==> src/rtl/mon_sopc_mem_pkg.sv <==
// Shared definitions for the mon_sopc RAM fill/check initiator.
// Holds op encodings, the sequencer state enum, the pattern LFSR taps and the RAM depth.
// Latency/backpressure: not applicable (declarations only).
package mon_sopc_mem_pkg;

   localparam int DEPTH_DEFAULT = 5000;

   localparam logic OP_FILL  = 1'b0;
   localparam logic OP_CHECK = 1'b1;

   localparam logic [31:0] LFSR_TAPS = 32'h8020_0003;

   typedef enum logic [2:0] {
      ST_IDLE,
      ST_WR,
      ST_RD_REQ,
      ST_RD_WAIT,
      ST_FIN
   } state_t;

   // One right-shifting Galois step: when the bit shifted out is set, fold in the taps.
   function automatic logic [31:0] lfsr_step(input logic [31:0] s);
      lfsr_step = s[0] ? ((s >> 1) ^ LFSR_TAPS) : (s >> 1);
   endfunction

endpackage

==> src/rtl/mon_sopc_pattern_gen.sv <==
// Pattern word source shared by FILL and CHECK: load() restarts at the seed, step() advances.
// Latency: new word visible the cycle after load/step. No backpressure; caller gates step.
// Build option MON_SOPC_MEM_INIT_LFSR_EN selects a Galois LFSR instead of seed+k.
module mon_sopc_pattern_gen
   import mon_sopc_mem_pkg::*;
#(
   parameter int DATA_W = 32
) (
   input  logic              clk,
   input  logic              reset,
   input  logic              load_i,
   input  logic [DATA_W-1:0] seed_i,
   input  logic              step_i,
   output logic [DATA_W-1:0] pat_o
);

   logic [DATA_W-1:0] pat_q;
   logic [DATA_W-1:0] pat_d;

   // Next pattern word: load wins over step so a fresh sequence always starts at the seed.
   always_comb begin
      pat_d = pat_q;
`ifdef MON_SOPC_MEM_INIT_LFSR_EN
      if (load_i) begin
         // An all-zero LFSR state would lock up, so a zero seed is replaced by 1.
         pat_d = (seed_i == '0) ? DATA_W'(1) : seed_i;
      end else if (step_i) begin
         pat_d = DATA_W'(lfsr_step(32'(pat_q)));
      end
`else
      if (load_i) begin
         pat_d = seed_i;
      end else if (step_i) begin
         pat_d = pat_q + DATA_W'(1);
      end
`endif
   end

   // Pattern register.
   always_ff @(posedge clk) begin
      if (reset) begin
         pat_q <= '0;
      end else begin
         pat_q <= pat_d;
      end
   end

   assign pat_o = pat_q;

endmodule

==> src/rtl/mon_sopc_mem_initiator.sv <==
// Avalon-MM master that FILLs a RAM word range with a pattern or CHECKs it, counting mismatches.
// Latency: FILL N words -> done N+1 cycles after start; CHECK 2 cycles/word with 1-cycle read data.
// Backpressure: waitrequest holds the command stable; exactly one read outstanding at a time.
// Build option MON_SOPC_MEM_INIT_LFSR_EN (in mon_sopc_pattern_gen) switches the pattern to an LFSR.
module mon_sopc_mem_initiator
   import mon_sopc_mem_pkg::*;
#(
   parameter int ADDR_W = 13,
   parameter int DATA_W = 32,
   parameter int DEPTH  = DEPTH_DEFAULT
) (
   input  logic                clk,
   input  logic                reset,
   input  logic                start,
   input  logic                op,
   input  logic [ADDR_W-1:0]   base_addr,
   input  logic [ADDR_W-1:0]   num_words,
   input  logic [DATA_W-1:0]   seed,
   output logic                busy,
   output logic                done,
   output logic [ADDR_W-1:0]   err_count,
   output logic [ADDR_W-1:0]   first_err_addr,
   output logic [ADDR_W-1:0]   avm_address,
   output logic [DATA_W/8-1:0] avm_byteenable,
   output logic                avm_chipselect,
   output logic                avm_write,
   output logic                avm_read,
   output logic [DATA_W-1:0]   avm_writedata,
   input  logic [DATA_W-1:0]   avm_readdata,
   input  logic                avm_waitrequest,
   input  logic                avm_readdatavalid
);

   localparam logic [ADDR_W-1:0] LAST_ADDR = ADDR_W'(DEPTH - 1);
   localparam logic [ADDR_W-1:0] ERR_MAX   = '1;

   state_t            state_q;
   logic [ADDR_W-1:0] addr_q;
   logic [ADDR_W-1:0] cnt_q;
   logic [ADDR_W-1:0] err_q;
   logic [ADDR_W-1:0] first_q;
   logic              seen_q;
   logic              busy_q;
   logic              done_q;
   logic              wr_q;
   logic              rd_q;

   logic [ADDR_W-1:0] addr_d;
   logic              last_word;
   logic              pat_load;
   logic              pat_step;
   logic [DATA_W-1:0] pat;

   // Sequential word address wraps at the end of the RAM, not at the address-width boundary.
   assign addr_d    = (addr_q == LAST_ADDR) ? '0 : addr_q + ADDR_W'(1);
   assign last_word = (cnt_q == ADDR_W'(1));

   // The pattern advances exactly when a word is consumed: write accepted or read data compared.
   assign pat_load = (state_q == ST_IDLE) && start;
   assign pat_step = ((state_q == ST_WR) && !avm_waitrequest) ||
                     ((state_q == ST_RD_WAIT) && avm_readdatavalid);

   mon_sopc_pattern_gen #(
      .DATA_W (DATA_W)
   ) u_pattern_gen (
      .clk    (clk),
      .reset  (reset),
      .load_i (pat_load),
      .seed_i (seed),
      .step_i (pat_step),
      .pat_o  (pat)
   );

   // Sequencer: latches the job on start, walks the range and owns every registered output.
   always_ff @(posedge clk) begin
      if (reset) begin
         state_q <= ST_IDLE;
         addr_q  <= '0;
         cnt_q   <= '0;
         err_q   <= '0;
         first_q <= '0;
         seen_q  <= 1'b0;
         busy_q  <= 1'b0;
         done_q  <= 1'b0;
         wr_q    <= 1'b0;
         rd_q    <= 1'b0;
      end else begin
         case (state_q)
            ST_IDLE: begin
               done_q <= 1'b0;
               if (start) begin
                  addr_q  <= (base_addr > LAST_ADDR) ? '0 : base_addr;
                  cnt_q   <= num_words;
                  err_q   <= '0;
                  first_q <= '0;
                  seen_q  <= 1'b0;
                  if (num_words == '0) begin
                     done_q  <= 1'b1;
                     state_q <= ST_FIN;
                  end else if (op == OP_CHECK) begin
                     busy_q  <= 1'b1;
                     rd_q    <= 1'b1;
                     state_q <= ST_RD_REQ;
                  end else begin
                     busy_q  <= 1'b1;
                     wr_q    <= 1'b1;
                     state_q <= ST_WR;
                  end
               end
            end

            ST_WR: begin
               if (!avm_waitrequest) begin
                  addr_q <= addr_d;
                  cnt_q  <= cnt_q - ADDR_W'(1);
                  if (last_word) begin
                     wr_q    <= 1'b0;
                     busy_q  <= 1'b0;
                     done_q  <= 1'b1;
                     state_q <= ST_FIN;
                  end
               end
            end

            ST_RD_REQ: begin
               if (!avm_waitrequest) begin
                  rd_q    <= 1'b0;
                  state_q <= ST_RD_WAIT;
               end
            end

            ST_RD_WAIT: begin
               if (avm_readdatavalid) begin
                  if (avm_readdata != pat) begin
                     if (err_q != ERR_MAX) begin
                        err_q <= err_q + ADDR_W'(1);
                     end
                     if (!seen_q) begin
                        first_q <= addr_q;
                        seen_q  <= 1'b1;
                     end
                  end
                  addr_q <= addr_d;
                  cnt_q  <= cnt_q - ADDR_W'(1);
                  if (last_word) begin
                     busy_q  <= 1'b0;
                     done_q  <= 1'b1;
                     state_q <= ST_FIN;
                  end else begin
                     rd_q    <= 1'b1;
                     state_q <= ST_RD_REQ;
                  end
               end
            end

            ST_FIN: begin
               done_q  <= 1'b0;
               state_q <= ST_IDLE;
            end

            default: begin
               state_q <= ST_IDLE;
            end
         endcase
      end
   end

   assign busy           = busy_q;
   assign done           = done_q;
   assign err_count      = err_q;
   assign first_err_addr = first_q;
   assign avm_chipselect = wr_q | rd_q;
   assign avm_write      = wr_q;
   assign avm_read       = rd_q;
   assign avm_address    = avm_chipselect ? addr_q : '0;
   assign avm_byteenable = {(DATA_W/8){avm_chipselect}};
   assign avm_writedata  = wr_q ? pat : '0;

endmodule

==> config.mk <==
export PLATFORM = sky130hd
export DESIGN_NAME = mon_sopc_mem_initiator
export DESIGN_NICKNAME = d
export VERILOG_FILES = /design/src/rtl/mon_sopc_mem_pkg.sv /design/src/rtl/mon_sopc_pattern_gen.sv /design/src/rtl/mon_sopc_mem_initiator.sv
export SDC_FILE = /design/constraint.sdc
export NUM_CORES = 1
export LEC_CHECK = 0
export ABC_CLOCK_PERIOD_IN_PS = 3800
export BUFFER_PORTS_ARGS = -buffer_cell sky130_fd_sc_hd__buf_2
export CAP_MARGIN = 20
export CORE_UTILIZATION = 53
export DETAILED_ROUTE_END_ITERATION = 7
export GPL_ROUTABILITY_DRIVEN = 0
export HOLD_SLACK_MARGIN = 0.06
export PLACE_DENSITY = 0.82
export SYNTH_ARGS = -nofsm -noshare
export SYNTH_HDL_FRONTEND = slang
export SYNTH_HIERARCHICAL = 1
export SYNTH_SLANG_ARGS = --single-unit
==> constraint.sdc <==
create_clock -name clk -period 3.8 [get_ports clk]
set_clock_uncertainty 0.1 [all_clocks]
set_input_delay 0.38 -clock clk [delete_from_list [all_inputs] [get_ports clk]]
set_output_delay 0.38 -clock clk [all_outputs]
set_load 0.02 [all_outputs]
==> results_dict.tcl, run 1 <==
set metrics [dict create \
    antenna_found_initial 1 \
    insertion_delay_ns 0.38 \
    min_path_type "input pin to flop" \
    max_slew_margin 0.339 \
    ys_warn_count 6 \
    htreeDepth 3 \
    fmax_mhz 340 \
    track_usage 0.294 \
    die-area_mm2 0.0116 \
    synth_nets 881 \
    p_total_mw 2.89 \
    route.detailed.drc 0 \
    cts_hold_buf 0 \
    path_cells "mux2i_1 > nor2_1 > buf_4 > nand3_2 > or4_1 > or4_1 > a311oi_1" \
    nNetsFinal 1025 \
    holdPathEnd "u_pattern_gen/pat_o[22]" \
    slowest_stage "or4_1" \
    drive_gt1_frac 0.234 \
    grt.overflow.total 0 \
    synthFlopType "dfxtp_1" \
    final_max_slew_viol_count 0 \
    grt_max_degree 50 \
    reg2reg_from "state_q[1]" \
    crit_path_frequent_cell "or4_1" \
    grt_pass1_vias 5435 \
    setup_violations 0 \
    critPathMaxFanout 14 \
    cts.path.max_buffers 2 \
    min_period_over_period 0.774 \
    p_per_area_mw_per_mm2 412 \
    yosysSeqAreaShare 0.312 \
    layoutNonFillerInstCount 1070 \
    hpwl_um 12200 \
    drtPass1Iterations 5 \
    wl_um 16800 \
    rsz0062_at_grt "false" \
    cp_data_arrival_time_ns 3.11 \
    syn-mean-instance-area_um2 7.58 \
    synth_enable_flop_cells 0 \
    place_worst_setup_slack_ns 0.931 \
    syn-cell-area_mm2 0.00591 \
    ir_drop_v 0.000268 \
    p_leak_nw 2.78 \
    cpLargestDelayFamily "simple AND/OR/NAND/NOR gates" \
    finalHoldViolCount 0 \
    post_cts_buffers 0 \
    cts_tree "done" \
    whs_path_depth 3 \
    core_mm2 0.0108 \
    r2r_slack_ns 0.86 \
    synthToLayoutAreaGrowth_pct 18.8 \
    cp_data_required_time_ns 3.97 \
    wl_per_cell_um 15.7 \
    path_class "flop to flop" \
    end_kind "flop" \
    num_rows 38 \
    ys_types 70 \
    ys_ff_latch 92 \
    die_h_um 108 \
    worstMarginPinSlew_ns 0.991 \
    layout_setup_ws_ns 0.859 \
    start_kind "flop" \
    vias 6277 \
    cts_repair_resize_count 0 \
    place_inst 1053 \
    crit_buf_inv 1 \
    ioPinCount 176 \
    netlist_instances 780 \
    vias_per_cell 5.87 \
    drv_cap 0 \
    cts_buffers 9 \
    fin_setup_tns_ns 0 \
    fin_crit_ns 2.94 \
    die_x_um 108 \
    clk_pin_slew_worst_paths_ns 0.10 \
    grt_pass1_wl_um 27200 \
    io_buffers 175 \
    cts_sinks 92 \
    drtAntennaViolNets 0 \
    start_util 0.545 \
    drtIter0Drc 467 \
    cts_root_buffer "clkbuf_8" \
    max_stage_delay_ns 0.68 \
    synthArstFlopShare 0 \
    min_from "seed[22]" \
    status "complete, no violations" \
    ff2ff_path_depth 7 \
    r2r_end "u_pattern_gen/pat_o[19]" \
]
==> per-layer routing <==
metal / vias up / part of all wire / track usage
met3: 33 / 0.059 / 0.0515
met1: 2894 / 0.45 / 0.399
met2: 215 / 0.46 / 0.464
met4: 0 / 0.025 / 0.112
li1: 3135 / - / -
met5: - / 0 / 0
==> flip-flops by register name (all words and copies together) (netlist names) <==
register	flops
u_pattern_gen/pat_o	32
addr_q	13
cnt_q	13
err_count	13
first_err_addr	13
state_q	3
avm_read	1
avm_write	1
busy	1
done	1
seen_q	1
==> synthesized netlist by cell type, types with 4 or more instances <==
cell type | count | area share
buf_4 | 4 | 0.0051
nor2b_1 | 17 | 0.018
nor3_1 | 23 | 0.019
ha_1 | 5 | 0.011
o21ai_0 | 41 | 0.035
buf_2 | 8 | 0.0068
a311oi_1 | 10 | 0.015
and4_1 | 5 | 0.0074
xor2_1 | 6 | 0.0089
xnor2_1 | 38 | 0.056
clkbuf_1 | 38 | 0.024
o31ai_1 | 8 | 0.010
a21o_1 | 4 | 0.0051
nor2_1 | 68 | 0.043
o211ai_1 | 4 | 0.0051
nand2_1 | 84 | 0.053
and2_1 | 37 | 0.039
a21oi_1 | 37 | 0.031
dfxtp_1 | 92 | 0.31
or4_1 | 10 | 0.013
a22oi_1 | 7 | 0.0089
nand4_1 | 23 | 0.024
mux2i_1 | 18 | 0.030
a31oi_1 | 11 | 0.012
o21a_1 | 4 | 0.0051
nor4_1 | 18 | 0.019
inv_1 | 24 | 0.015
nand3_1 | 29 | 0.025
and3_1 | 10 | 0.011
a2111oi_0 | 6 | 0.0089
or3_1 | 8 | 0.0085
nor3b_1 | 6 | 0.0076
o21bai_1 | 4 | 0.0051
a211oi_1 | 20 | 0.025
==> layout make-up <==
class                      instances  area, um^2
fill                             944        3820
multi-input combinational        611        3760
sequential                        92        1840
timing repair buffer             185         951
tap                              140         175
clock buffer                      10         138
inverter                          25        93.8
clock inverter                     6        55.1
antenna                            1        2.50
==> report_power, final <==
part           internal, mW  switching (mW)
logic                 0.389           0.557
clock network         0.268           0.388
registers              1.08           0.213
==> stage by stage <==
| step | util | area (um^2) | hold slack, ns |
|---|---|---|---|
| finish | 0.648 | 7020 | 0.141 |
| global route | 0.648 | 7020 | 0.143 |
| CTS | 0.648 | 7020 | 0.131 |
| detailed placement | 0.630 | 6830 | 0.344 |
| global placement | 0.630 | 6830 | 0.340 |
| floorplan | - | 5910 | 0.359 |
==> kinds of logic (layout without fill, tap and decap cells) <==
logic type | count (synthesis) | count (layout) | share of synthesized area
other | 0 | 1 | 0
AND/OR/NAND/NOR | 362 | 362 | 0.326
adder cells (fa/ha/maj) | 5 | 5 | 0.0106
multiplexers | 18 | 18 | 0.0305
flip-flops | 92 | 92 | 0.312
AO/OA/AOI/OAI | 182 | 182 | 0.204
XOR/XNOR | 44 | 44 | 0.0652
buffers and inverters | 77 | 226 | 0.0531
==> worst min-delay path: stages <==
cell	delay, ns
buf_2	0.09
inv_1	0.04
a2111oi_1	0.06
==> how the worst max path moves through the flow <==
stage | from | to | cells after the start
after floorplan | state_q[0] | u_pattern_gen/pat_o[17] | 9
after global placement | state_q[1] | u_pattern_gen/pat_o[17] | 7
after detailed placement | state_q[1] | u_pattern_gen/pat_o[19] | 7
after CTS | state_q[1] | u_pattern_gen/pat_o[19] | 7
after global routing | state_q[1] | u_pattern_gen/pat_o[17] | 7
final | state_q[1] | u_pattern_gen/pat_o[19] | 7
==> cell usage in the layout (no fill, tap or decap), drive strengths merged, types with 8 or more instances in the layout <==
cell type and n:
o31ai 8, a211oi 20, nand2 84, and3 10, o21ai 42, clkbuf 10
nor3 24, or3 8, nor2 69, dfxtp 92, and2 38, a311oi 10
xnor2 38, inv 27, mux2i 18, nand4 24, or4 12, nor2b 17
nand3 31, a31oi 11, buf 185, a21oi 37, nor4 19
Note: power is estimated with default switching activity, not from simulation.
==> run 2, diff against run 1 <==
- ABC_AREA: not set -> 1
- ABC_CLOCK_PERIOD_IN_PS: 3800 -> 2660
- CORE_UTILIZATION: 53 -> 49
- PLACE_DENSITY: 0.82 -> 0.78
- clock period: 3.8 -> 2.66 ns (I/O delays scaled with it)
==> run 2 against run 1 <==
  * Fmax is 24% higher
  * Routed wire length is 17% higher
  * Count of clock-buffer cells in the layout is 1 lower
  * Register-to-register slack worse by 0.57 ns
  * Global-route usage is 1.3 points lower
  * First-iteration DRC count is 43% higher
  * Synthesized cell count is 43% higher
  * Hold slack worse by 0.061 ns
==> results_dict.tcl, run 2 <==
set metrics [dict create \
    power.switching_mw 3.60 \
    finalHoldViolCount 0 \
    wl_per_cell_um 13.5 \
    start_kind "flop" \
    cts_buffers 9 \
    wl_um 19700 \
    clockPowerShare 0.167 \
    yosysMostFrequentCell "nand2_1" \
    place_worst_setup_slack_ns 0.0740 \
    synth_common_cells "305 x nand2_1, 157 x inv_1, 129 x nor2_1, 92 x dfxtp_1, 72 x nand3_1" \
    whs_path_depth 3 \
    grt_max_degree 54 \
    synth_top_family_by_area "simple AND/OR/NAND/NOR gates" \
    start_util 0.506 \
    synth_compound_area_frac 0.149 \
    insertion_delay_ns 0.36 \
    cp_data_required_time_ns 2.85 \
    cts_root_buffer "clkbuf_16" \
    worstMarginPinSlew_ns 1.08 \
    yosysSeqAreaShare 0.273 \
    ff2ff_path_depth 8 \
    synth_enable_flop_cells 0 \
    synth_simple_gate_area_frac 0.390 \
    p_per_area_mw_per_mm2 909 \
    nNetsFinal 1382 \
    ys_types 43 \
    netlist_instances 1116 \
    final_max_slew_viol_count 0 \
    syn-mean-instance-area_um2 6.05 \
    num_rows 42 \
    io_buffers 175 \
    vias_per_cell 5.20 \
    comb_power_share 0.523 \
    synthFlopType "dfxtp_1" \
    grt_pass1_vias 6767 \
    end_kind "flop" \
    synthArstFlopShare 0 \
    hpwl_um 14500 \
    drv_cap 0 \
    fin_util 0.605 \
    ys_ff_latch 92 \
    die_x_um 119 \
    fin_crit_ns 2.37 \
    drtAntennaViolNets 0 \
    cp_data_arrival_time_ns 2.56 \
    synth_fa_ha_area_frac 0.00926 \
    switching_share 0.490 \
    synth_nets 1217 \
    sequentialPowerShare 0.310 \
    place_inst 1445 \
    fmax_mhz 421 \
    placed_cell_area_mm2 0.00779 \
    die_h_um 119 \
    post_cts_buffers 0 \
    p_int_mw 3.74 \
    cts_tree "done" \
    regArea_mm2 0.00184 \
    ys_top_cells_by_area "dfxtp_1 27%, nand2_1 17%, inv_1 8.7%" \
    drive_gt1_frac 0.213 \
    largest_reg_flops 32 \
    clk_pin_slew_worst_paths_ns 0.07 \
    mostFrequentLayoutCell "nand2_1" \
    setup_violations 0 \
    muxShareOfSynthArea 0 \
    status "complete, no violations" \
    drtPass1Iterations 7 \
    route.detailed.drc 0 \
    cts.path.max_buffers 2 \
    htreeDepth 3 \
    path_class "flop to flop" \
    nFillCells 1314 \
    design_area_mm2 0.00808 \
    drtIter0Drc 669 \
    multi_input_area_mm2 0.00407 \
    p_total_mw 7.34 \
    ir_drop_v 0.000475 \
    track_usage 0.281 \
    grt_pass1_wl_um 32100 \
    p_leak_nw 4.03 \
    antenna_found_initial 2 \
    grt.overflow.total 0 \
    die-area_mm2 0.0143 \
    layout_setup_ws_ns 0.287 \
    core_mm2 0.0133 \
    hold_slack_ns 0.0801 \
    rsz0062_at_grt "false" \
    ioPinCount 176 \
    synthToLayoutAreaGrowth_pct 19.7 \
    r2r_slack_ns 0.29 \
    vias 7614 \
    yosysTopAreaCell "dfxtp_1" \
    fin_setup_tns_ns 0 \
    synth_xor_area_frac 0.0532 \
    most-common-layout-cells "305 x nand2_1, 175 x buf_2, 157 x inv_1" \
    synth_top_area_frac 0.273 \
    ys_warn_count 6 \
    min_period_over_period 0.892 \
    critPathMaxFanout 25 \
    min_path_type "input pin to flop" \
    cts_sinks 92 \
    syn-cell-area_mm2 0.00675 \
    max_slew_margin 0.281 \
    layoutNonFillerInstCount 1464 \
]
## run 2: cell types whose count changed in the layout (fill, tap and decap cells not counted), moves of 16 or more
cell	previous run	this run
nand2_1	84	305
nor2b_1	17	1
nor2_1	68	128
a22oi_1	7	23
mux2i_1	18	0
inv_1	24	157
a211oi_1	20	1
and2_1	37	1
a21oi_1	36	71
nand3_1	29	72
## run 2: metal layers
metal,global-route usage,up-vias,wire length (um)
li1,-,3869,-
met1,0.358,3390,8580
met2,0.460,318,9140
met3,0.0656,37,1540
met4,0.105,0,480
met5,0,-,0
## run 2: final cells by class
type | instances | area share
inverter | 169 | 0.0785
clock buffer | 9 | 0.0279
timing repair buffer | 196 | 0.128
clock inverter | 7 | 0.00666
antenna | 2 | 0.000619
multi-input combinational | 813 | 0.503
tap | 176 | 0.0272
sequential | 92 | 0.228
## run 2: timing repair
action | 4_1_cts | 5_1_grt
hold buffers | 1 | 0
hold endpoints to repair | 1 | 0
resized for setup | 0 | 1
endpoints found under the setup margin | 0 | 25
## run 2: final timing paths
path | end | from
hold / removal | u_pattern_gen/pat_o[4] | seed[4]
setup / recovery | u_pattern_gen/pat_o[28] | state_q[0]
setup reg to reg | u_pattern_gen/pat_o[28] | state_q[0]
hold reg to reg | cnt_q[12] | cnt_q[12]
## run 2: logic make-up after synthesis
group / Yosys count
buf+inv: 211
compound gates: 174
xor+xnor: 41
flops: 92
fa+ha+maj: 5
simple gates: 593
## run 2: critical path, cell delays in order, from the launching register on
cell     delay [ns]
dfxtp_1        0.49
nand2_4        0.08
nor2_2         0.18
inv_1          0.08
o21ai_1        0.42
nand2_1        0.22
inv_2          0.42
nand3_1        0.16
a21oi_1        0.15
## run 2: power by group through the flow
| stage | combinational, mW | sequential [mW] | clock, mW |
|---|---|---|---|
| 6_report | 3.84 | 2.27 | 1.23 |
| 3_5_place_dp | 3.77 | 2.29 | 0 |
| 3_3_place_gp | 3.73 | 2.28 | 0 |
| 5_1_grt | 4.28 | 2.34 | 1.30 |
| 4_1_cts | 3.80 | 2.27 | 1.24 |
| 2_1_floorplan | 2.78 | 2.35 | 0 |
==> run 3, diff against run 2 <==
==> constraint.sdc (replaced) <==
create_clock -name clk -period 2.66 [get_ports clk]
set_clock_uncertainty 0.1 [all_clocks]
set_input_delay 0.133 -clock clk [delete_from_list [all_inputs] [get_ports clk]]
set_output_delay 0.133 -clock clk [all_outputs]
set_load 0.02 [all_outputs]
==> run 3 against run 2 <==
  * Non-clock buffer count rose by 47
  * Core utilization rose by 3.4 points
  * Fmax rose by 3.6%
  * Hold slack got worse by 0.020 ns
  * Combinational power rose by 1%
  * Global-route usage rose by 0.96 points
  * Via count rose by 3.7%
  * Sequential share of layout area fell by 1.2 points
  * First-iteration DRC count rose by 2.8%
  * Worst setup slack improved by 0.082 ns
  * Critical path type unchanged
==> results_dict.tcl, run 3 (synthesis results as in run 2) <==
set metrics [dict create \
    cts_buffers 9 \
    io_buffers 175 \
    slowest_stage "dfxtp_1" \
    whs_path_depth 5 \
    fin_setup_tns_ns 0 \
    path_class "flop to flop" \
    ioPinCount 176 \
    min_period_over_period 0.861 \
    cts_root_buffer "clkbuf_16" \
    min_from "num_words[4]" \
    min_path_type "input pin to flop" \
    cts_sinks 92 \
    p_per_area_mw_per_mm2 867 \
    cp_data_arrival_time_ns 2.47 \
    place_worst_setup_slack_ns 0.455 \
    fin_crit_ns 2.29 \
    reg2reg_from "state_q[0]" \
    drtPass1Iterations 6 \
    synthToLayoutAreaGrowth_pct 26.5 \
    layoutNonFillerInstCount 1510 \
    cts_tree "done" \
    grt_pass1_wl_um 33500 \
    post_cts_buffers 0 \
    max_stage_delay_ns 0.48 \
    wl_per_cell_um 13.6 \
    worstMarginPinSlew_ns 0.841 \
    largest_reg_flops 32 \
    clk_pin_slew_worst_paths_ns 0.07 \
    sequentialPowerShare 0.308 \
    die_x_um 119 \
    met2_usage 0.473 \
    max_slew_margin 0.437 \
    drive_gt1_frac 0.206 \
    drtIter0Drc 688 \
    p_leak_nw 4.22 \
    hpwl_um 14600 \
    critPathMaxFanout 25 \
    final_max_slew_viol_count 0 \
    most-common-layout-cells "305 x nand2_1, 175 x buf_2, 157 x inv_1" \
    gr-max-usage-layer "met2" \
    power.switching_mw 3.60 \
    start_kind "flop" \
    comb_power_share 0.526 \
    nNetsFinal 1429 \
    setup_violations 0 \
    grt_max_degree 54 \
    ff2ff_path_depth 9 \
    place_inst 1447 \
    rsz0062_at_grt "false" \
    vias_per_cell 5.23 \
    htreeDepth 3 \
    holdPathEnd "cnt_q[4]" \
    drtAntennaViolNets 0 \
    insertion_delay_ns 0.36 \
    wl_um 20500 \
    use_met1 0.374 \
    start_util 0.506 \
    antenna_found_initial 1 \
    route.detailed.drc 0 \
    r2r_end "u_pattern_gen/pat_o[18]" \
    fin_util 0.640 \
    mostFrequentLayoutCell "nand2_1" \
    multi_input_area_mm2 0.00407 \
    core_mm2 0.0133 \
    finalHoldViolCount 0 \
    track_usage 0.291 \
    ir_drop_v 0.000403 \
    layout_setup_ws_ns 0.369 \
    status "complete, no violations" \
    cp_data_required_time_ns 2.83 \
    grt_pass1_vias 7070 \
    path_cells "nand2_4 > nor2_2 > inv_1 > o21ai_0 > buf_4 > nand2_1 > inv_2 > nand3_1 > a21oi_1" \
    grt.overflow.total 0 \
    nFillCells 1257 \
    end_kind "flop" \
    clockPowerShare 0.166 \
    fmax_mhz 436 \
    cts.path.max_buffers 2 \
    num_rows 42 \
    p_int_mw 3.80 \
    die_h_um 119 \
    placed_cell_area_mm2 0.00780 \
    design_area_mm2 0.00854 \
    switching_share 0.487 \
    grt_util_met3 0.0551 \
    regArea_mm2 0.00184 \
    vias 7898 \
    drv_cap 0 \
    die-area_mm2 0.0143 \
    r2r_slack_ns 0.37 \
]
run 3: power groups by stage:
| stage | sequential (mW) | clock (mW) | combinational (mW) |
|---|---|---|---|
| floorplan | 2.35 | 0 | 2.78 |
| global placement | 2.29 | 0 | 3.73 |
| detailed placement | 2.30 | 0 | 3.78 |
| CTS | 2.27 | 1.26 | 3.85 |
| global route | 2.35 | 1.32 | 4.35 |
| finish | 2.28 | 1.23 | 3.89 |
run 3: final cells by class:
class | instances | share of cell area
clock buffers | 10 | 0.0268
multi-input cells | 813 | 0.476
well taps | 176 | 0.0258
clock inverters | 6 | 0.00557
flip-flops and latches | 92 | 0.216
diodes | 1 | 0.000293
inverters | 169 | 0.0743
repair buffers | 243 | 0.176
run 3: critical path: cells and delay by family, from the launching register on:
family,cells,cell delay (ns)
simple gates,4,0.54
buf+inv,3,0.68
compound gates,2,0.42
flops,1,0.48
run 3: how the worst max path moves through the flow:
stage / from / to / slack, ns / cells past startpoint
after global placement: state_q[0] / u_pattern_gen/pat_o[4] / 0.51 / 9
after detailed placement: state_q[0] / u_pattern_gen/pat_o[4] / 0.46 / 9
final: state_q[0] / u_pattern_gen/pat_o[18] / 0.37 / 9
after CTS: state_q[0] / u_pattern_gen/pat_o[18] / 0.41 / 9
after floorplan: state_q[0] / u_pattern_gen/pat_o[24] / 0.56 / 11
after global routing: state_q[0] / u_pattern_gen/pat_o[4] / 0.14 / 9
run 3: layer usage:
metal,routed length [um],share of wire
met5,0,0
met4,697,0.034
met3,1610,0.078
met2,9620,0.47
met1,8560,0.42
run 3: what timing repair did:
item                                    CTS  global route
hold endpoints to repair                 45             0
resized for setup                         0             0
hold buffers                             46             0
endpoints found under the setup margin    0             0
run 3: metrics by stage:
step	power, mW	hold WS (ns)
3_5_place_dp	6.07	0.307
5_1_grt	8.01	0.0817
4_1_cts	7.38	0.0631
6_report	7.40	0.0603
2_1_floorplan	5.13	0.175
3_3_place_gp	6.02	0.292
